### config.mk
export PLATFORM = sky130hd
export DESIGN_NAME = n_accum
export DESIGN_NICKNAME = d
export VERILOG_FILES = /design/src/rtl/n_accum_pkg.sv /design/src/rtl/n_adder.sv /design/src/rtl/n_accum.sv
export SDC_FILE = /design/constraint.sdc
export NUM_CORES = 1
export LEC_CHECK = 0
export CAP_MARGIN = 10
export CORE_UTILIZATION = 51
export DETAILED_ROUTE_END_ITERATION = 16
export GPL_TIMING_DRIVEN = 0
export PLACE_DENSITY = 0.78
export SLEW_MARGIN = 25
export SYNTH_ARGS = -nofsm -noshare
export SYNTH_HDL_FRONTEND = slang
export SYNTH_HIERARCHICAL = 1
export SYNTH_SLANG_ARGS = --single-unit
### constraint.sdc
create_clock -name clk -period 4.2 [get_ports clk]
set_input_delay 1.26 -clock clk [delete_from_list [all_inputs] [get_ports clk]]
set_output_delay 1.26 -clock clk [all_outputs]
set_load 0.01 [all_outputs]
### src/rtl/n_accum_pkg.sv
// n_accum_pkg: shared types and range helpers for the n_accum group summer.
// Helpers work on 64-bit signed values so any N/ACC_W up to 64 can use them.
package n_accum_pkg;

  typedef enum logic {
    ACCUM = 1'b0,
    HOLD  = 1'b1
  } state_t;

  // Clamp a wide signed value into the signed n-bit range.
  function automatic logic signed [63:0] sat_n(
    input logic signed [63:0] v,
    input int n
  );
    logic signed [63:0] hi;
    logic signed [63:0] lo;
    hi = (64'sd1 <<< (n - 1)) - 64'sd1;
    lo = -hi - 64'sd1;
    if (v > hi) return hi;
    if (v < lo) return lo;
    return v;
  endfunction

  // High when a wide signed value does not fit in signed n bits.
  function automatic logic ovf_n(
    input logic signed [63:0] v,
    input int n
  );
    logic signed [63:0] hi;
    logic signed [63:0] lo;
    hi = (64'sd1 <<< (n - 1)) - 64'sd1;
    lo = -hi - 64'sd1;
    return (v > hi) || (v < lo);
  endfunction

endpackage

### src/rtl/n_adder.sv
// n_adder: plain N-bit adder with carry in and carry out.
// Shared datapath block, used here at the accumulator width.
module n_adder #(
  parameter int N = 8
) (
  input  logic [N-1:0] a,
  input  logic [N-1:0] b,
  input  logic         c_in,
  output logic [N-1:0] sum,
  output logic         c_out
);

  // Widen by one bit so the carry falls out of the top.
  assign {c_out, sum} = {1'b0, a} + {1'b0, b} + (N+1)'(c_in);

endmodule

### src/rtl/n_accum.sv
// n_accum: sums groups of LEN signed samples, emits one N-bit result per group.
// Define N_ACCUM_SAT_EN to saturate out_sum; default build wraps.
module n_accum
  import n_accum_pkg::*;
#(
  parameter int N   = 8,
  parameter int LEN = 4
) (
  input  logic         clk,
  input  logic         rst,
  input  logic [N-1:0] in_data,
  input  logic         in_valid,
  output logic         in_ready,
  output logic [N-1:0] out_sum,
  output logic         out_ovf,
  output logic         out_valid,
  input  logic         out_ready
);

  localparam int CNT_W = $clog2(LEN);
  localparam int ACC_W = N + $clog2(LEN);

  state_t             state;
  logic [ACC_W-1:0]   acc;
  logic [CNT_W-1:0]   cnt;
  logic [ACC_W-1:0]   ext;
  logic [ACC_W-1:0]   nxt;
  logic signed [63:0] nxt64;
  logic [N-1:0]       sum_d;
  logic               ovf_d;
  logic               last;

  assign ext   = {{(ACC_W-N){in_data[N-1]}}, in_data};
  assign nxt64 = {{(64-ACC_W){nxt[ACC_W-1]}}, nxt};
  assign last  = (cnt == CNT_W'(LEN - 1));

  n_adder #(.N(ACC_W)) u_add (
    .a     (acc),
    .b     (ext),
    .c_in  (1'b0),
    .sum   (nxt),
    .c_out ()
  );

  // Handshake flags decode straight from the state.
  assign in_ready  = (state == ACCUM);
  assign out_valid = (state == HOLD);

  // Result formatting for the completing sample.
  always_comb begin
    ovf_d = ovf_n(nxt64, N);
`ifdef N_ACCUM_SAT_EN
    sum_d = N'(sat_n(nxt64, N));
`else
    sum_d = nxt[N-1:0];
`endif
  end

  // Accumulate, close the group, hold the result until taken.
  always_ff @(posedge clk) begin
    if (rst) begin
      state   <= ACCUM;
      acc     <= '0;
      cnt     <= '0;
      out_sum <= '0;
      out_ovf <= 1'b0;
    end else begin
      unique case (1'b1)
        in_ready: begin
          if (in_valid) begin
            acc <= nxt;
            if (last) begin
              cnt     <= '0;
              state   <= HOLD;
              out_sum <= sum_d;
              out_ovf <= ovf_d;
            end else begin
              cnt <= cnt + CNT_W'(1);
            end
          end
        end
        out_valid: begin
          if (out_ready) begin
            state <= ACCUM;
            acc   <= '0;
          end
        end
        default: ;
      endcase
    end
  end

endmodule

### Word level (Yosys, flattened, before mapping)

Cells that the tools add are included.

| cells by class | value |
|---|---|
| $add $sub $neg | 2 |
| order comparisons | 2 |
| eq/ne operators | 3 |
| mux-type cells | 8 |
| bitwise operators | 1 |
| reduce and logical (&&, ||, !) cells | 4 |

Operators by type and width:

| operator | count |
|---|---|
| 10-bit 2-to-1 mux | 2 |
| 10-bit case mux with 2 select lines | 1 |
| 10-bit adder | 1 |
| 10-bit by 8-bit greater-than comparator with 1-bit output (second input constant) | 1 |
| 10-bit by 8-bit < comparator with 1-bit output (second input constant) | 1 |
| 2-bit != test (second input constant) | 2 |
| 2-bit AND reduction | 2 |
| 1-bit 2-to-1 mux | 3 |
| 3-bit AND reduction | 1 |
| 2-bit by 1-bit adder with 2-bit output (second input constant) | 1 |
| 2-bit == test (second input constant) | 1 |
| 2-bit 2-to-1 mux | 1 |
| 1-bit case mux with 2 select lines | 1 |
| 1-bit logical OR | 1 |
| 1-bit NOT | 1 |

| storage, ports and cells | value |
|---|---|
| bits in registers | 22 |
| bits of input ports | 12 |
| output and inout bits | 11 |

### Logic depth before layout (Yosys ltp)

Gate-level depths: netlist (run 1).

| depth | value |
|---|---|
| depth after elaboration | 4 |
| gate-level depth with buffers | 10 |

### Cells and area by module

Netlist (run 1), hierarchy kept.

By module, submodules not included:

| module | times used | cells an instance | area each (sq um) | seq. area each (sq um) |
|---|---|---|---|---|
| n_accum | 1 | 69 | 782.0 | 440.4 |
| n_adder | 1 | 54 | 436.7 | 0.0 |

### Worst setup path after synthesis (run 1)

Ideal clock, no wire load.

| timing | value |
|---|---|
| path type | in2reg |
| start | input port in_data[0] |
| end | register out_ovf |
| setup time | 0.117 ns |
| arrival | 3.245 ns |
| data required time | 4.083 ns |
| setup slack | 0.838 ns |
| stages on the path | 10 |
| path buffers | 0 |
| cell sequence | fa_1 > inv_1 > fa_1 > nor2b_1 > o21a_1 > a31o_1 > o41ai_2 > xnor2_1 > or3_1 > a32o_1 |

| on the way | value |
|---|---|
| cells in the longest elaborated chain, start to end | 3 |
| elaborated cells between the ends (all ways) | 4 |

Ends and longest elaborated chain:

| what | line | RTL |
|---|---|---|
| from (decl) | n_accum.sv:11 | `input logic [N-1:0] in_data,` |
| 10-bit adder * | n_adder.sv:14 | `assign {c_out, sum} = {1'b0, a} + {1'b0, b} + (N+1)'(c_in);` |
| named net nxt[8] | n_accum.sv:27 | `logic [ACC_W-1:0] nxt;` |
| 10-bit by 8-bit greater-than comparator with 1-bit output or 10-bit by 8-bit < comparator with 1-bit output (tied branches) | n_accum_pkg.sv:33 | `return (v > hi) \|\| (v < lo);` |
| 1-bit logical OR * | n_accum_pkg.sv:33 |  |
| to (signal assigned) | n_accum.sv:76 | `out_ovf <= ovf_d;` |
| to (decl) | n_accum.sv:15 | `output logic out_ovf,` |

Mark *: on every way through the listed nets, which the timed path passes. The rest lies on a longest branch.
A chain may end at the register's enable or synchronous reset.

### Worst setup path after layout (run 1)

Ends and elaborated chain as after synthesis.

==> results.md, run 1 <==
* Standard cell area after detailed placement at 0.00145 mm2
* Max-slew violation total from the final report at 0
* Clock tree from TritonCTS: yes
* R2R Path Start: acc[0]
* Endpoint of the worst setup timing path: out_ovf
* Final core occ at 0.663
* Total via count after detailed routing at 958
* Starting utilization of the core area at 0.538
* Final worst setup slack at approximately 0.55 ns
* Setup crit end kind: flip-flop
* Worst-case setup slack after placement at 0.226 ns
* Critical path fanouts, max at 3
* Cell at the root of the clock tree: sky130_fd_sc_hd__clkbuf_4
* Internal power contribution at 0.000340 W
* Slowest library cell on the worst path: sky130_fd_sc_hd__clkdlybuf4s50_1
* Sink Count at 22
* Synth Cell Area at 0.00119 mm2
* Routed wire length at 2.47 mm
* Required arrival time at the worst endpoint at about 4.4 ns
* Final min period at 3.65 ns
* Fraction of layout instances using a drive strength above 1 at 0.0979
* Worst Path Buf+Inv at 2
* Switching share of total power at 0.316
* Hold violation total from the final report at 0
* CTS H-Tree Depth at 1
* Kind of start point of the critical path: input port
* Unrepaired setup endpoints after global routing: no
* Number of cells upsized or downsized after cts at 0
* CP peak stage delay at 0.43 ns
* Average routed wire per standard cell at 14.4 um
* Die area at 0.00253 mm2
* Worst min-delay path class: flip-flop to flip-flop
* Initial antenna violation count at 0
* Total power divided by cell area at about 340 mW/mm2
* Number of vias per cell after detailed routing at 5.60
* DR pass1 iterations at 4
* Synthesized instance count at 118
* Clock Path Buffers at 2
* GRT overflow at 0
* CP cell instances: clkdlybuf4s50_1, fa_1, inv_1, fa_1, nor2b_1, o21a_1, a31o_1, o41ai_2, xnor2_1, or3_1, a32o_1
* Die Span Y at 50.3 um
* # DRC at 0
* Core Footprint at 0.00221 mm2
* Leakage at 0.612 nW
* Number of global-route vias before repair at 991
* Top delay family on crit path: compound AO/OA/AOI/OAI gates
* Critical path depth in cells at 11
* Status: complete, no violations
* Count of nets left with antenna violations after detail routing at 0
* Final layout net count at 169
* Last weighted congestion value of the routability-driven placer at roughly 0.76
* Maximum number of pins on one net before global-route repair at 12
* DRC violation total after the first TritonRoute iteration at 27
* Synthesis warning total at 6
* Power spent charging and discharging nets at 0.000157 W
* Floorplan row count at 17
* Num CTS Buffers at 3
* Syn_area_per_cell at roughly 10 um2
* Max cap viols at 0
* Synthesized net count at 142
* Signed area change from the synthesized netlist to the final layout at 23.3%
* Clock transition at the register clock pins on the worst setup and hold paths after CTS at about 0.11 ns
* Part of the total power dissipated in combinational logic at 0.338
* Cell repeated most along the worst path: sky130_fd_sc_hd__fa_1
* Relative slew slack at 0.564
* Clock skew after layout at approximately 0.0014 ns
* Max IR drop VDD at 208 uV
* Period Utilization, post-route at 0.868
* Start point of the critical path: in_data[0]
* Worst slew pin tran at 0.641 ns
* Wire length of the first global-routing pass at 4.31 mm
* Chip Width at 50.3 um
* I/O pins at 23
* Area of combinational cells with multiple inputs at roughly 720 um2
* Critical Setup Path Class: input port to flip-flop
* Top library cells by usage in the layout, fill and taps aside: sky130_fd_sc_hd__dfxtp_1 (22), sky130_fd_sc_hd__clkdlybuf4s50_1 (22), sky130_fd_sc_hd__nor2_1 (13)
* Minimum setup slack among reg-to-reg paths at between 1.5 and 2 ns
* Critical Path AT at 3.85 ns
* Clock network fraction of design power at 0.185
* Worst skew pair latency at 0.29 ns
* Post-detailed-placement half-perimeter wirelength at 1.87 mm
* Global routing usage summed across all routing layers at 0.225
* Sequential power share at 0.477
* Maximum clock rate at 274 MHz
* Sum of negative setup slack at 0 ns
* # diodes at 0
* Sequential cell area in the final layout at 440 um2
* Post CTS Setup Buffer Count at 0
* Worst r2r path cells at 10
* Final total power at 0.000497 W
* Count of buffers inserted at the top-level ports at 22
* Cts hold-fix bufs at 0
* Fill cell total of the finished layout at 186
* Final instance area at 0.00147 mm2
* Final setup violating endpoints at 0
* Worst reg2reg path endpoint: out_ovf
[registers in the layout (all words and copies together), names as in the netlist]
signal / cells
out_ovf: 1
cnt: 2
out_sum: 8
acc: 10
out_valid: 1
[worst min path at each step]
stage | startpoint | slack, ns | cells after the start | endpoint
after floorplan | cnt[1] | 0.46 | 2 | cnt[1]
after global placement | out_ovf | 0.45 | 1 | out_ovf
after detailed placement | out_ovf | 0.46 | 1 | out_ovf
after CTS | out_ovf | 0.49 | 1 | out_ovf
after global routing | out_sum[3] | 0.52 | 1 | out_sum[3]
final | out_ovf | 0.48 | 1 | out_ovf
[final cells by class]
| type | instances | share of cell area |
|---|---|---|
| Multi-Input combinational cell | 89 | 0.492 |
| Buffer | 2 | 0.00597 |
| Timing Repair Buffer | 22 | 0.150 |
| Tap cell | 28 | 0.0239 |
| Sequential cell | 22 | 0.300 |
| Clock buffer | 3 | 0.0153 |
| Inverter | 5 | 0.0128 |
[per-layer routing]
metal / track usage / part of all wire / up-vias
li1: - / - / 483
met1: 0.262 / 0.43 / 447
met2: 0.396 / 0.52 / 26
met3: 0.0303 / 0.044 / 2
met4: 0.120 / 0.0077 / 0
met5: 0 / 0 / -
[power by group through the flow]
stage / Sequential (W) / Clock, W / Combinational, W
after global placement: 0.000240 / 0 / 0.000162
after detailed placement: 0.000242 / 0 / 0.000166
after floorplan: 0.000239 / 0 / 0.000127
final: 0.000237 / 0.0000922 / 0.000168
after CTS: 0.000237 / 0.0000942 / 0.000168
after global routing: 0.000239 / 0.000102 / 0.000189
[through the flow]
stage                     hold WS (ns)  std cells
after floorplan                  0.465        118
after global placement           0.453        168
after detailed placement         0.458        168
after CTS                        0.486        171
after global routing             0.520        171
final                            0.484        171
Note: power is estimated with default switching activity, not from simulation.
==> inputs of run 2 (changes only) <==
--- a/config.mk
+++ b/config.mk
@@ -6,10 +6,11 @@
 export NUM_CORES = 1
 export LEC_CHECK = 0
 export CAP_MARGIN = 10
-export CORE_UTILIZATION = 51
+export CORE_UTILIZATION = 53
+export CTS_BUF_LIST = sky130_fd_sc_hd__clkbuf_8
 export DETAILED_ROUTE_END_ITERATION = 16
 export GPL_TIMING_DRIVEN = 0
-export PLACE_DENSITY = 0.78
+export PLACE_DENSITY = 0.81
 export SLEW_MARGIN = 25
 export SYNTH_ARGS = -nofsm -noshare
 export SYNTH_HDL_FRONTEND = slang
==> results.md, run 2 (same netlist as run 1, synthesis figures left out) <==
* Final instance count without filler cells at around 170
* Average routed wire per standard cell at 13.6 um
* Maximum number of pins on one net before global-route repair at 13
* Signed area change from the synthesized netlist to the final layout at 26.0%
* Die area at 0.00244 mm2
* Number of vias per cell after detailed routing at 5.57
* Minimum setup slack among reg-to-reg paths at 1.53 ns
* Total power divided by cell area at around 370 mW/mm2
* Sum of negative setup slack at 0 ns
* Kind of start point of the critical path: input port
* Relative slew slack at 0.590
* Floorplan row count at 16
* Max IR drop VDD at 215 uV
* Critical hold path startpoint: out_sum[7]
* Min-Delay Path Depth at 1
* I/O pins at 23
* # DRC at 0
* CP peak stage delay at 0.44 ns
* Required arrival time at the worst endpoint at between 4 and 5 ns
* Starting utilization of the core area at 0.583
* Clock Path Buffers at 2
* Fraction of layout instances using a drive strength above 1 at 0.104
* Unrepaired setup endpoints after global routing: no
* Num CTS Buffers at 3
* CTS H-Tree Depth at 1
* Worst Path Buf+Inv at 2
* Max-slew violation total from the final report at 0
* DR pass1 iterations at 4
* Leakage at 0.627 nW
* Top delay family on crit path: compound AO/OA/AOI/OAI gates
* Maximum clock rate at 267 MHz
* Cell at the root of the clock tree: sky130_fd_sc_hd__clkbuf_8
* DRC violation total after the first TritonRoute iteration at 16
* Post-detailed-placement half-perimeter wirelength at 1.77 mm
* Cts hold-fix bufs at 0
* Worst r2r path cells at 10
* Last weighted congestion value of the routability-driven placer at 0.833
* Count of placed standard cells including taps at 167
* Core Footprint at slightly above 0.002 mm2
* Clock tree from TritonCTS: yes
* Worst slew pin tran at 0.602 ns
* Final min period at 3.75 ns
* Wire length of the first global-routing pass at 3.97 mm
* Critical Path AT at 3.90 ns
* Top library cells by usage in the layout, fill and taps aside: sky130_fd_sc_hd__dfxtp_1 (22), sky130_fd_sc_hd__clkdlybuf4s50_1 (22), sky130_fd_sc_hd__nor2_1 (13)
* Count of nets left with antenna violations after detail routing at 0
* Slowest library cell on the worst path: sky130_fd_sc_hd__fa_1
* Chip Width at 49.4 um
* Sink Count at 22
* Hold violation total from the final report at 0
* Worst skew pair latency at 0.25 ns
* Total via count after detailed routing at 952
* Max cap viols at 0
* CP cell instances: clkdlybuf4s50_1, fa_1, inv_1, fa_1, nor2b_1, o21a_1, a31o_1, o41ai_2, xnor2_1, or3_1, a32o_1
* Global routing usage summed across all routing layers at 0.213
* Status: complete, no violations
* Final core occ at 0.734
* Initial antenna violation count at 0
* Die Span Y at approximately 49 um
* Hold Path End: out_sum[7]
* Final total power at 0.000551 W
* Count of buffers inserted at the top-level ports at 22
* Number of cells upsized or downsized after cts at 0
* Fill cell total of the finished layout at 157
* Final setup violating endpoints at 0
* R2R Path Start: acc[0]
* Clock transition at the register clock pins on the worst setup and hold paths after CTS at about 0.070 ns
* Routed wire length at around 2.3 mm
* Number of global-route vias before repair at 930
* Flip-flop count of the largest register after layout at 10
* Clock skew after layout at around 0.0038 ns
* Register with the most flip-flops: acc
* Worst reg2reg path endpoint: out_ovf
* Worst min-delay path class: flip-flop to flip-flop
* Setup crit end kind: flip-flop
* Final layout net count at 169
* Post CTS Setup Buffer Count at 0
* Critical path fanouts, max at 3
* # diodes at 0
* Cell repeated most along the worst path: sky130_fd_sc_hd__fa_1
* Largest registers in the final layout: acc x10, out_sum x8, cnt x2
* Period Utilization, post-route at 0.892
* Critical Setup Path Class: input port to flip-flop
* GRT overflow at 0
run 2: cell count changes in the layout (fill, tap and decap cells not counted):
| cell | previous run | this run |
|---|---|---|
| sky130_fd_sc_hd__clkbuf_8 | 0 | 4 |
| sky130_fd_sc_hd__clkbuf_4 | 3 | 0 |
run 2: final cells by class:
| cell class | instances | area (um2) | area share |
|---|---|---|---|
| Inverter | 5 | 18.8 | 0.0125 |
| Multi-Input combinational cell | 89 | 722 | 0.482 |
| Buffer | 2 | 8.76 | 0.00584 |
| Timing Repair Buffer | 22 | 220 | 0.147 |
| Clock buffer | 4 | 55.1 | 0.0367 |
| Sequential cell | 22 | 440 | 0.294 |
| Tap cell | 27 | 33.8 | 0.0225 |
run 2: worst max path at each step:
| stage | depth (start not counted) | end | slack, ns | startpoint |
|---|---|---|---|---|
| after floorplan | 10 | out_ovf | 0.84 | in_data[0] |
| after global placement | 11 | out_ovf | 0.25 | in_data[0] |
| after detailed placement | 11 | out_ovf | 0.21 | in_data[0] |
| after CTS | 11 | out_ovf | 0.47 | in_data[0] |
| after global routing | 11 | out_ovf | 0.35 | in_data[0] |
| final | 11 | out_ovf | 0.45 | in_data[0] |
run 2: worst reg2reg max path, delay by kind of cell, from the launching register on:
kind | cells | cell delay (ns)
AO/OA/AOI/OAI | 4 | 0.93
XOR/XNOR | 1 | 0.16
adder cells (fa/ha/maj) | 2 | 0.66
buffers and inverters | 1 | 0.09
flip-flops | 1 | 0.33
AND/OR/NAND/NOR | 2 | 0.39
run 2: metal layers:
layer  share of wire  GRT usage  vias to the layer above
met1            0.46      0.268                      450
met4          0.0052     0.0714                        0
met2            0.50      0.379                       22
met3           0.033     0.0187                        2
met5               0          0                        -
li1                -          -                      478
run 2: metrics by stage:
stage	instance area, um2	hold slack, ns	worst slack [ns]
after floorplan	1190	0.465	0.838
after global placement	1440	0.459	0.247
after detailed placement	1440	0.470	0.215
after CTS	1500	0.488	0.471
after global routing	1500	0.505	0.353
final	1500	0.482	0.454
run 2: power breakdown:
part	internal, W	switching [W]	leakage, nW	total (W)
Sequential	0.000225	0.0000101	0.180	0.000236
Clock	0.0000833	0.0000647	0.0288	0.000148
Combinational	0.0000810	0.0000863	0.418	0.000167
